===== src/rtl/probe_request_phase.sv =====
// Probe request phase: pops (value, hash) pairs, issues tagged bucket reads and
// re-pairs out-of-order memory responses with their parked probe values.
module probe_request_phase #(
    parameter int unsigned TAG_W        = 4,
    parameter int unsigned BUCKET_SHIFT = 6
) (
    input  logic             clk,
    input  logic             rst,
    output logic             done,
    input  logic [47:0]      table_base_in,
    input  logic             empty_in,
    output logic             read_en_out,
    input  logic [63:0]      value_in,
    input  logic [63:0]      hash_in,
    output logic             mem_req_valid_out,
    output logic [47:0]      mem_req_addr_out,
    output logic [TAG_W-1:0] mem_req_tag_out,
    input  logic             mem_req_stall_in,
    input  logic             mem_rsp_valid_in,
    input  logic [TAG_W-1:0] mem_rsp_tag_in,
    input  logic [63:0]      mem_rsp_data_in,
    input  logic             afull_in,
    output logic             write_en_out,
    output logic [63:0]      value_out,
    output logic [63:0]      bucket_out
);

    localparam int unsigned NumTags = 2 ** TAG_W;

    typedef enum logic {StInit, StRun} state_e;

    state_e           state_q, state_d;
    logic [TAG_W-1:0] init_cnt_q, init_cnt_d;

    // Free-tag FIFO
    logic [TAG_W-1:0] free_mem_q [NumTags];
    logic [TAG_W-1:0] free_wr_q, free_wr_d;
    logic [TAG_W-1:0] free_rd_q, free_rd_d;
    logic [TAG_W:0]   free_cnt_q, free_cnt_d;

    logic [TAG_W:0]   outstanding_q, outstanding_d;
    logic [63:0]      inflight_q [NumTags];

    logic             req_valid_q, req_valid_d;
    logic [47:0]      req_addr_q, req_addr_d;
    logic [TAG_W-1:0] req_tag_q, req_tag_d;
    logic             wen_q, wen_d;
    logic [63:0]      value_q, value_d;
    logic [63:0]      bucket_q, bucket_d;

    logic             run;
    logic             issue;
    logic             rsp_accept;
    logic             free_push;
    logic [TAG_W-1:0] free_push_tag;
    logic [TAG_W-1:0] issue_tag;

    assign issue_tag = free_mem_q[free_rd_q];

    always_comb begin
        run        = (state_q == StRun);
        // Gated by rst so nothing is popped upstream while the block is being reset.
        issue      = !rst && run && !empty_in && (free_cnt_q != '0) &&
                     !mem_req_stall_in && !afull_in;
        rsp_accept = run && mem_rsp_valid_in;
        free_push  = (state_q == StInit) || rsp_accept;
        free_push_tag = (state_q == StInit) ? init_cnt_q : mem_rsp_tag_in;

        read_en_out = issue;
        done        = !rst && run && empty_in && (outstanding_q == '0) &&
                      !wen_q && !req_valid_q;
    end

    always_comb begin
        state_d    = state_q;
        init_cnt_d = init_cnt_q;
        if (state_q == StInit) begin
            init_cnt_d = init_cnt_q + TAG_W'(1);
            if (init_cnt_q == TAG_W'(NumTags - 1)) begin
                state_d = StRun;
            end
        end

        free_wr_d  = free_push ? free_wr_q + TAG_W'(1) : free_wr_q;
        free_rd_d  = issue ? free_rd_q + TAG_W'(1) : free_rd_q;
        free_cnt_d = free_cnt_q;
        if (free_push && !issue) begin
            free_cnt_d = free_cnt_q + (TAG_W + 1)'(1);
        end else if (!free_push && issue) begin
            free_cnt_d = free_cnt_q - (TAG_W + 1)'(1);
        end

        outstanding_d = outstanding_q;
        if (issue && !rsp_accept) begin
            outstanding_d = outstanding_q + (TAG_W + 1)'(1);
        end else if (!issue && rsp_accept) begin
            outstanding_d = outstanding_q - (TAG_W + 1)'(1);
        end

        req_valid_d = issue;
        req_addr_d  = req_addr_q;
        req_tag_d   = req_tag_q;
        if (issue) begin
            // Truncation to 48 bits gives the modulo-2^48 wrap.
            req_addr_d = 48'({16'd0, table_base_in} + (hash_in << BUCKET_SHIFT));
            req_tag_d  = issue_tag;
        end

        wen_d    = rsp_accept;
        value_d  = value_q;
        bucket_d = bucket_q;
        if (rsp_accept) begin
            value_d  = inflight_q[mem_rsp_tag_in];
            bucket_d = mem_rsp_data_in;
        end
    end

    always_ff @(posedge clk) begin
        if (rst) begin
            state_q       <= StInit;
            init_cnt_q    <= '0;
            free_wr_q     <= '0;
            free_rd_q     <= '0;
            free_cnt_q    <= '0;
            outstanding_q <= '0;
            req_valid_q   <= 1'b0;
            req_addr_q    <= '0;
            req_tag_q     <= '0;
            wen_q         <= 1'b0;
            value_q       <= '0;
            bucket_q      <= '0;
        end else begin
            state_q       <= state_d;
            init_cnt_q    <= init_cnt_d;
            free_wr_q     <= free_wr_d;
            free_rd_q     <= free_rd_d;
            free_cnt_q    <= free_cnt_d;
            outstanding_q <= outstanding_d;
            req_valid_q   <= req_valid_d;
            req_addr_q    <= req_addr_d;
            req_tag_q     <= req_tag_d;
            wen_q         <= wen_d;
            value_q       <= value_d;
            bucket_q      <= bucket_d;
        end
    end

    // Storage arrays need no reset: pointers and counts define what is valid.
    always_ff @(posedge clk) begin
        if (free_push) begin
            free_mem_q[free_wr_q] <= free_push_tag;
        end
        if (issue) begin
            inflight_q[issue_tag] <= value_in;
        end
    end

    assign mem_req_valid_out = req_valid_q;
    assign mem_req_addr_out  = req_addr_q;
    assign mem_req_tag_out   = req_tag_q;
    assign write_en_out      = wen_q;
    assign value_out         = value_q;
    assign bucket_out        = bucket_q;

endmodule

===== config.mk =====
export PLATFORM = sky130hd
export DESIGN_NAME = probe_request_phase
export DESIGN_NICKNAME = d
export VERILOG_FILES = /design/src/rtl/probe_request_phase.sv
export SDC_FILE = /design/constraint.sdc
export NUM_CORES = 1
export LEC_CHECK = 0
export CORE_MARGIN = 10
export CORE_UTILIZATION = 40
export CTS_BUF_LIST = sky130_fd_sc_hd__clkbuf_2 sky130_fd_sc_hd__clkbuf_4 sky130_fd_sc_hd__clkbuf_8
export DETAILED_ROUTE_END_ITERATION = 16
export HOLD_SLACK_MARGIN = 0.03
export SETUP_SLACK_MARGIN = 0.15
export SLEW_MARGIN = 15
export SYNTH_ARGS = -nofsm -noshare
export SYNTH_HDL_FRONTEND = slang
export SYNTH_SLANG_ARGS = --single-unit

===== constraint.sdc =====
create_clock -name clk -period 6.8 [get_ports clk]
set_input_delay 1.7 -clock clk [delete_from_list [all_inputs] [get_ports clk]]
set_output_delay 1.7 -clock clk [all_outputs]
set_load 0.01 [all_outputs]

* Yosys cells after proc, flatten, opt, wreduce, memory -nomap -nowiden
Memories as Yosys holds them, arrays and structs flattened. A register that Yosys moved wholly into a read port is not among the register bits. Cells that the tools add are included.
Storage, ports and cells: memory bits (read-only) 0, bits in registers 141, bits in writable memories 1088, logic and storage cells 64, memories kept 2, output and inout port bits 184, bits in latches 0, bits of input ports 250
Cells by class: order comparisons 0, eq/ne operators 1, add/subtract/negate cells 8, div/mod/pow operators 0, multiply operators 0, bitwise gates (word level) 1, shift operators 0, muxes and demuxes 13, reductions and logical operators 28
Memories:
- inflight_q | words 16, bits a word 64, read ports 1, clocked after memory_dff 1, wr ports 1, line 42 | logic [63:0] inflight_q [NumTags];
- free_mem_q | words 16, bits a word 4, read ports 1, clocked after memory_dff 1, wr ports 1, line 36 | logic [TAG_W-1:0] free_mem_q [NumTags];
Operators with widths (count):
- 48-bit adder | 1
- 5-bit two-way mux | 4
- 1-bit logical AND | 14
- 4-bit by 1-bit adder with 4-bit output (second input constant) | 3
- 4-bit two-way mux | 3
- 5-bit by 1-bit adder with 5-bit output (second input constant) | 2
- 5-bit by 1-bit subtractor with 5-bit output (second input constant) | 2
- 1-bit zero test | 9
- 1-bit two-way mux | 6
- 5-bit zero test | 1
- 5-bit nonzero test | 1
- 4-bit equality test (second input constant) | 1
- 2-bit nonzero test | 2
- 1-bit logical OR | 1
- 1-bit NOT | 1

* Longest topological paths before layout
Gate-level depths: netlist of the first run.
depth after elaboration 10, mapped depth 15, mapped depth without buffers 13

* Worst setup path before layout of the first run
No wires, ideal clock.
path type input -> register, start point in rst, end point mem inflight_q[10][0], enable pin, path slack 0.594 ns, setup time 0.486 ns, required time 6.314 ns, buffers on the path 2, arrival time 5.719 ns, cell stages on the path 7, cells stage by stage clkbuf_1 -> nor2b_1 -> nor4b_1 -> o21ai_1 -> clkbuf_1 -> or3_1 -> nor2_1
On the way: word-level cells in the longest chain between the ends 8
Ends and longest elaborated chain:
- start: declaration | line 8 | input logic rst,
- 1-bit zero test | line 63 | issue = !rst && run && !empty_in && (free_cnt_q != '0) &&
- 1-bit logical AND (4 in a row) | line 63
- 1-bit logical AND | line 64 | !mem_req_stall_in && !afull_in;
- 1-bit two-way mux | line 153 | if (issue) begin
- 1-bit two-way mux (not written as such) | line 154 | inflight_q[issue_tag] <= value_in;
- end: declaration | line 42
Every way passes these cells.

* Worst setup path in the final report of the first run
start point in rst, end point out read_en_out
On the way: word-level cells in the longest chain between the ends 6
Ends and longest elaborated chain:
- 1-bit zero test | line 63
- 1-bit logical AND (4 in a row) | line 63
- 1-bit logical AND | line 64
- end: declaration | line 12 | output logic read_en_out,
Every way passes these cells.

==> results of run 1 <==
==> synthesized netlist by cell type, types with 10 or more instances <==
master       n
a211oi_1    10
buf_2       31
mux4_2     339
xor2_1      23
nand2b_1    12
inv_1       19
buf_1       17
o21ai_0     13
a21oi_1    215
nand2_1    354
dfxtp_1    209
clkbuf_1   106
a21o_1      21
o21ai_1     25
edfxtp_1  1088
nor2_1      84
ha_1        55
nor3_1      10
xnor2_1     30
nand4_1     14
==> metal layers <==
layer | share of wire | up-vias | global-route usage | wire, um
met5 | 0.00090 | - | 0 | 118
met1 | 0.41 | 14600 | 0.231 | 53500
met4 | 0.023 | 18 | 0.0576 | 3030
li1 | - | 12100 | - | -
met3 | 0.064 | 232 | 0.0408 | 8350
met2 | 0.50 | 1005 | 0.315 | 66000
==> stage by stage <==
stage | worst slack (ps) | total power, mW | utilization
2_1_floorplan | 594 | 9.32 | -
3_3_place_gp | 1490 | 9.67 | 0.453
3_5_place_dp | 1510 | 9.69 | 0.453
4_1_cts | 1490 | 16.7 | 0.488
5_1_grt | 1410 | 17.1 | 0.488
6_report | 1570 | 16.5 | 0.488
==> cell families after synthesis <==
group	after synthesis	synth area share
AO/OA/AOI/OAI	333	0.0374
XOR/XNOR	53	0.00918
adder cells (fa/ha/maj)	58	0.0148
buffers and inverters	177	0.0141
flip-flops	1297	0.729
multiplexers	347	0.153
AND/OR/NAND/NOR	521	0.0429
==> power by group through the flow <==
stage	Combinational [mW]	Clock (mW)	Sequential (mW)
CTS	0.899	7.14	8.63
global route	0.965	7.52	8.63
floorplan	0.524	0	8.79
global placement	0.874	0	8.79
detailed placement	0.894	0	8.80
finish	0.892	6.95	8.63
==> how the worst max path moves through the flow <==
stage                             end  slack [ps]
CTS                       read_en_out        1490
global placement          read_en_out        1490
floorplan           inflight_q[10][0]         590
detailed placement        read_en_out        1510
finish                    read_en_out        1570
global route              read_en_out        1410
==> area by class of cell <==
class | count | share of cell area
antenna | 5 | 0.000204
clock buffer | 303 | 0.0606
clock inverter | 83 | 0.0115
inverter | 20 | 0.00127
multi-input combinational | 1312 | 0.214
sequential | 1297 | 0.601
tap | 1650 | 0.0337
timing repair buffer | 460 | 0.0775
==> sequential cells by signal, indices dropped and copies added, names as in the netlist, 5 cells and up, named ones only <==
name              count
free_cnt_q            5
free_mem_q           64
bucket_out           64
inflight_q         1024
value_out            64
mem_req_addr_out     48
outstanding_q         5
==> critical path, stage by stage <==
cell             delay, ps
buf_6                  200
nor2b_1                260
nor4b_1                270
buf_4                  190
o21ai_4                 50
inv_2                  220
clkdlybuf4s50_1        600
==> impl_metrics.py, run 1 <==
metrics = {
    "run_status": {
        "result_of_the_run": "complete, no violations",
    },
    "die": {
        "starting_density": 0.403,
        "chipWidth_um": 376,
        "area_inside_the_core_boundary_mm2": 0.126,
        "row_cnt": 130,
        "die_h_um": 376,
        "die_outline_area_mm2": 0.141,
        "io_pins": 434,
    },
    "synthesis": {
        "synth_enable_flop_cells": 1088,
        "synthFlopType": "edfxtp_1",
        "yosysWarnings": 0,
        "postSynthRegisterBits": 1297,
        "syn_inst": 2786,
        "yosys_top_cell_area_share": 0.646,
        "syn_area_mm2": 0.0506,
        "ys_async_sr_fraction": 0,
        "synth_nets": 3094,
        "netlist-cell-type-count": 58,
        "yosys.area.top_type": "edfxtp_1",
        "share_of_the_yosys_chip_area_belonging_to_registers": 0.729,
        "post_synth_main_area_contributors": "edfxtp_1, mux4_2, dfxtp_1",
        "post_synth.cell_area_avg_um2": 18.1,
    },
    "clock_network": {
        "clock_transition_at_the_registers_of_the_reported_paths_ps": 60,
        "clock_insertion_delay_worst_skew_ps": 930,
        "cts_root_buf": "clkbuf_8",
        "holdBufCountCts": 0,
        "numClockSinks": 1297,
        "post_cts_resized": 0,
        "postCtsSetupBuffers": 0,
        "tritoncts.num_buffers": 205,
        "tritoncts": "built",
        "clock_path_buffers": 3,
        "htreeDepth": 4,
    },
    "cells_and_area": {
        "multi_input_combinational_cell_area_mm2": 0.0131,
        "num-fill-cells": 10400,
        "post_route_cells_drive_above_1_share": 0.224,
        "layout.cells.most_common": "edfxtp_1",
        "commonest_cells_after_routing_fill_and_taps_aside": "edfxtp_1, clkdlybuf4s50_1, nand2_1",
        "fin_nets": 3604,
        "final-seq-area_mm2": 0.0369,
        "finish.cell_count_without_fillers": 5130,
        "final_design_instance_area_without_fill_mm2": 0.0613,
        "layout-area-overhead-vs-synth_pct": 21.3,
    },
    "routing": {
        "detailroute.via_count": 27900,
        "wire_per_inst_um": 25.6,
        "route.detailed.drc": 0,
        "ant_nets": 0,
        "first_pass_iters": 7,
        "avgViaCountPerCell": 5.44,
        "route.final.wire_length_mm": 131,
        "drtIter0Drc": 1922,
    },
    "timing": {
        "hold_viol_final": 0,
        "setup-tns-final_ps": 0,
        "final.hold.worst_slack_ps": 452,
        "timing.fmax_mhz": 191,
        "fin_crit_sh": 0.770,
        "max_slew.worst_pin.slew_ps": 1090,
        "grt_setup_unrepaired": "no",
        "finalWorstPathRequiredPeriod_ps": 5230,
        "fin_worst_skew_ps": 42.7,
        "timing_max_transition_violations_final": 0,
        "slew_headroom": 0.275,
        "setup_viol": 0,
    },
    "place": {
        "placed_cells_incl_taps": 4738,
        "globalplace.congestion": 0.856,
        "numPortBuffers": 411,
        "dp_hpwl_mm": 76.4,
        "dpl-instance-area_mm2": 0.0569,
    },
    "global_routing": {
        "first_global_vias": 29300,
        "grt_remaining_overflow": 0,
        "grt_pass1_wl_mm": 195,
        "antenna_found_initial": 25,
        "grtUsageTotal": 0.184,
        "maximum_number_of_pins_on_one_net_before_global_route_repair": 112,
    },
    "power": {
        "max-vdd-ir-drop_uv": 198,
        "power_switching_mw": 3.60,
        "power-per-cell-area_mw_per_mm2": 269,
        "total_leakage_power_nw": 19.6,
        "power.internal_mw": 12.9,
        "sequentialPowerShare": 0.524,
        "power.share.combinational": 0.054,
        "power_switching_share": 0.219,
        "clock_power_share": 0.422,
    },
    "setup_path": {
        "crit_path_end_kind": "primary output",
        "worst_setup_path_startpoint": "rst",
        "timing.rr.start": "run",
        "rrSetupSlack_ps": 2760,
        "criticalPathCategory": "in -> out",
        "cp_max_fo": 50,
        "timing.reg2reg.worst_path_depth": 8,
        "r2r_end": "inflight_q[8][38]",
        "critPathLaunchType": "input port",
        "worst-endpoint-required_ps": 5100,
        "critPathArrivalTime_ps": 3530,
    },
    "worst_hold_path": {
        "worst_hold_path.endpoint": "mem_req_addr_out[21]",
        "min_delay_path_depth": 2,
        "hp-start": "mem_req_addr_out[21]",
        "hold_path.class": "reg -> reg",
    },
    "job": {
        "max-cap-violations": 0,
    },
}
(Power assumes the default switching activity.)
==> inputs of run 2 (changes only) <==
Clock period 6.8 ns to 5.15 ns, I/O delays scaled along.
==> run 2 against run 1 <==
  * Sequential cell count unchanged
  * Combinational power is 32% higher
  * Design area grew 0.39%
  * Power grew 32%
  * Worst setup slack lost 980 ps
  * Register-to-register slack got worse by 1500 ps
  * Sequential share of layout area fell by 0.23 points
  * Via count down 0.35%
  * Core utilization grew 0.19 points
  * Sequential power rose by 32%
  * Worst hold slack improved by 0.55 ps
  * Die area unchanged
  * Critical endpoint unchanged
==> impl_metrics.py, run 2 (synthesis gave the netlist of run 1 again) <==
metrics = {
    "power": {
        "power_switching_mw": 4.72,
        "overall_power_mw": 21.7,
        "power.internal_mw": 17.0,
        "sequentialPowerShare": 0.526,
        "power.share.combinational": 0.054,
        "total_leakage_power_nw": 19.8,
        "max-vdd-ir-drop_uv": 258,
        "power-per-cell-area_mw_per_mm2": 352,
        "clock_power_share": 0.420,
        "power_switching_share": 0.218,
    },
    "cells_and_area": {
        "layout.cells.most_common": "edfxtp_1",
        "register_with_the_highest_flop_count": "inflight_q",
        "largest_reg_flops": 1024,
        "commonest_cells_after_routing_fill_and_taps_aside": "edfxtp_1, clkdlybuf4s50_1, nand2_1",
        "layout-area-overhead-vs-synth_pct": 21.7,
        "util_after_layout": 0.490,
        "fin_nets": 3631,
        "post_route_cells_drive_above_1_share": 0.229,
        "final_design_instance_area_without_fill_mm2": 0.0615,
    },
    "run_status": {
        "result_of_the_run": "complete, no violations",
    },
    "clock_network": {
        "tritoncts.num_buffers": 206,
        "postCtsSetupBuffers": 0,
        "clock_path_buffers": 3,
        "clock_transition_at_the_registers_of_the_reported_paths_ps": 60,
        "tritoncts": "built",
        "clock_insertion_delay_worst_skew_ps": 930,
        "holdBufCountCts": 0,
        "post_cts_resized": 0,
        "cts_root_buf": "clkbuf_8",
        "numClockSinks": 1297,
        "htreeDepth": 4,
    },
    "global_routing": {
        "first_global_vias": 29400,
        "grt_pass1_wl_mm": 196,
        "grt_remaining_overflow": 0,
        "maximum_number_of_pins_on_one_net_before_global_route_repair": 124,
        "antenna_found_initial": 19,
        "grtUsageTotal": 0.185,
    },
    "die": {
        "starting_density": 0.403,
        "die_outline_area_mm2": 0.141,
        "die_h_um": 376,
        "chipWidth_um": 376,
        "row_cnt": 130,
        "area_inside_the_core_boundary_mm2": 0.126,
        "io_pins": 434,
    },
    "timing": {
        "setup-tns-final_ps": 0,
        "final.hold.worst_slack_ps": 453,
        "setup_viol": 0,
        "max_slew.worst_pin.slew_ps": 1050,
        "slew_headroom": 0.299,
        "fin_crit_sh": 0.887,
        "grt_setup_unrepaired": "no",
        "timing_max_transition_violations_final": 0,
        "finalWorstPathRequiredPeriod_ps": 4570,
        "fin_worst_skew_ps": 58.6,
        "hold_viol_final": 0,
        "timing.fmax_mhz": 219,
    },
    "setup_path": {
        "worst_setup_path_startpoint": "run",
        "crit_path_end_kind": "primary output",
        "timing.reg2reg.worst_path_depth": 7,
        "criticalPathCategory": "reg -> out",
        "critPathArrivalTime_ps": 3280,
        "cp_max_fo": 12,
        "critPathLaunchType": "register",
        "worst-endpoint-required_ps": 3860,
    },
    "job": {
        "max-cap-violations": 0,
    },
    "routing": {
        "route.final.wire_length_mm": 132,
        "drtIter0Drc": 2205,
        "detailroute.via_count": 27800,
        "route.detailed.drc": 0,
        "avgViaCountPerCell": 5.40,
        "ant_nets": 0,
        "wire_per_inst_um": 25.6,
        "first_pass_iters": 7,
    },
    "place": {
        "dpl-instance-area_mm2": 0.0572,
        "globalplace.congestion": 0.904,
        "dp_hpwl_mm": 77.3,
        "numPortBuffers": 411,
    },
    "worst_hold_path": {
        "hold_path.class": "reg -> reg",
        "hp-start": "bucket_out[42]",
        "min_delay_path_depth": 2,
    },
}
run 2: area by class of cell:
cell class              count  area, um2
clock inverters            76        667
inverters                  20       77.6
multi-input cells        1312      13100
fillers                 10500      64000
clock buffers             307       3700
well taps                1650       2060
flip-flops and latches   1297      36900
diodes                      4       10.0
repair buffers            486       5050
run 2: through the flow:
| stage | setup WS [ps] | instances |
|---|---|---|
| after floorplan | -643 | 2786 |
| after global placement | 271 | 4765 |
| after detailed placement | 312 | 4765 |
| after CTS | 378 | 5148 |
| after global routing | 290 | 5151 |
| final | 582 | 5152 |
run 2: worst paths after layout:
path,end,slack (ps)
hold / removal,bucket_out[42],450
hold reg to reg,bucket_out[42],450
setup / recovery,read_en_out,580
setup reg to reg,inflight_q[5][58],1270
run 2: layer usage:
layer  vias up  routed length [um]  global-route usage
li1      12200                   -                   -
met1     14400               53000               0.230
met2      1008               67200               0.322
met3       204                8680              0.0407
met4        16                2820              0.0572
met5         -                 101                   0
run 2: worst max-delay path, stage by stage, from the launching register on:
cell and delay [ps]:
dfxtp_1 690, nor2b_1 410, nor4b_1 290, buf_4 190, o21ai_4 60, inv_2 140, clkdlybuf4s50_1 640
run 2: power by group through the flow:
stage | logic [mW] | registers [mW] | clock network (mW)
CTS | 1.19 | 11.4 | 9.38
detailed placement | 1.19 | 11.6 | 0
finish | 1.18 | 11.4 | 9.11
floorplan | 0.691 | 11.6 | 0
global placement | 1.16 | 11.6 | 0
global route | 1.28 | 11.4 | 9.83
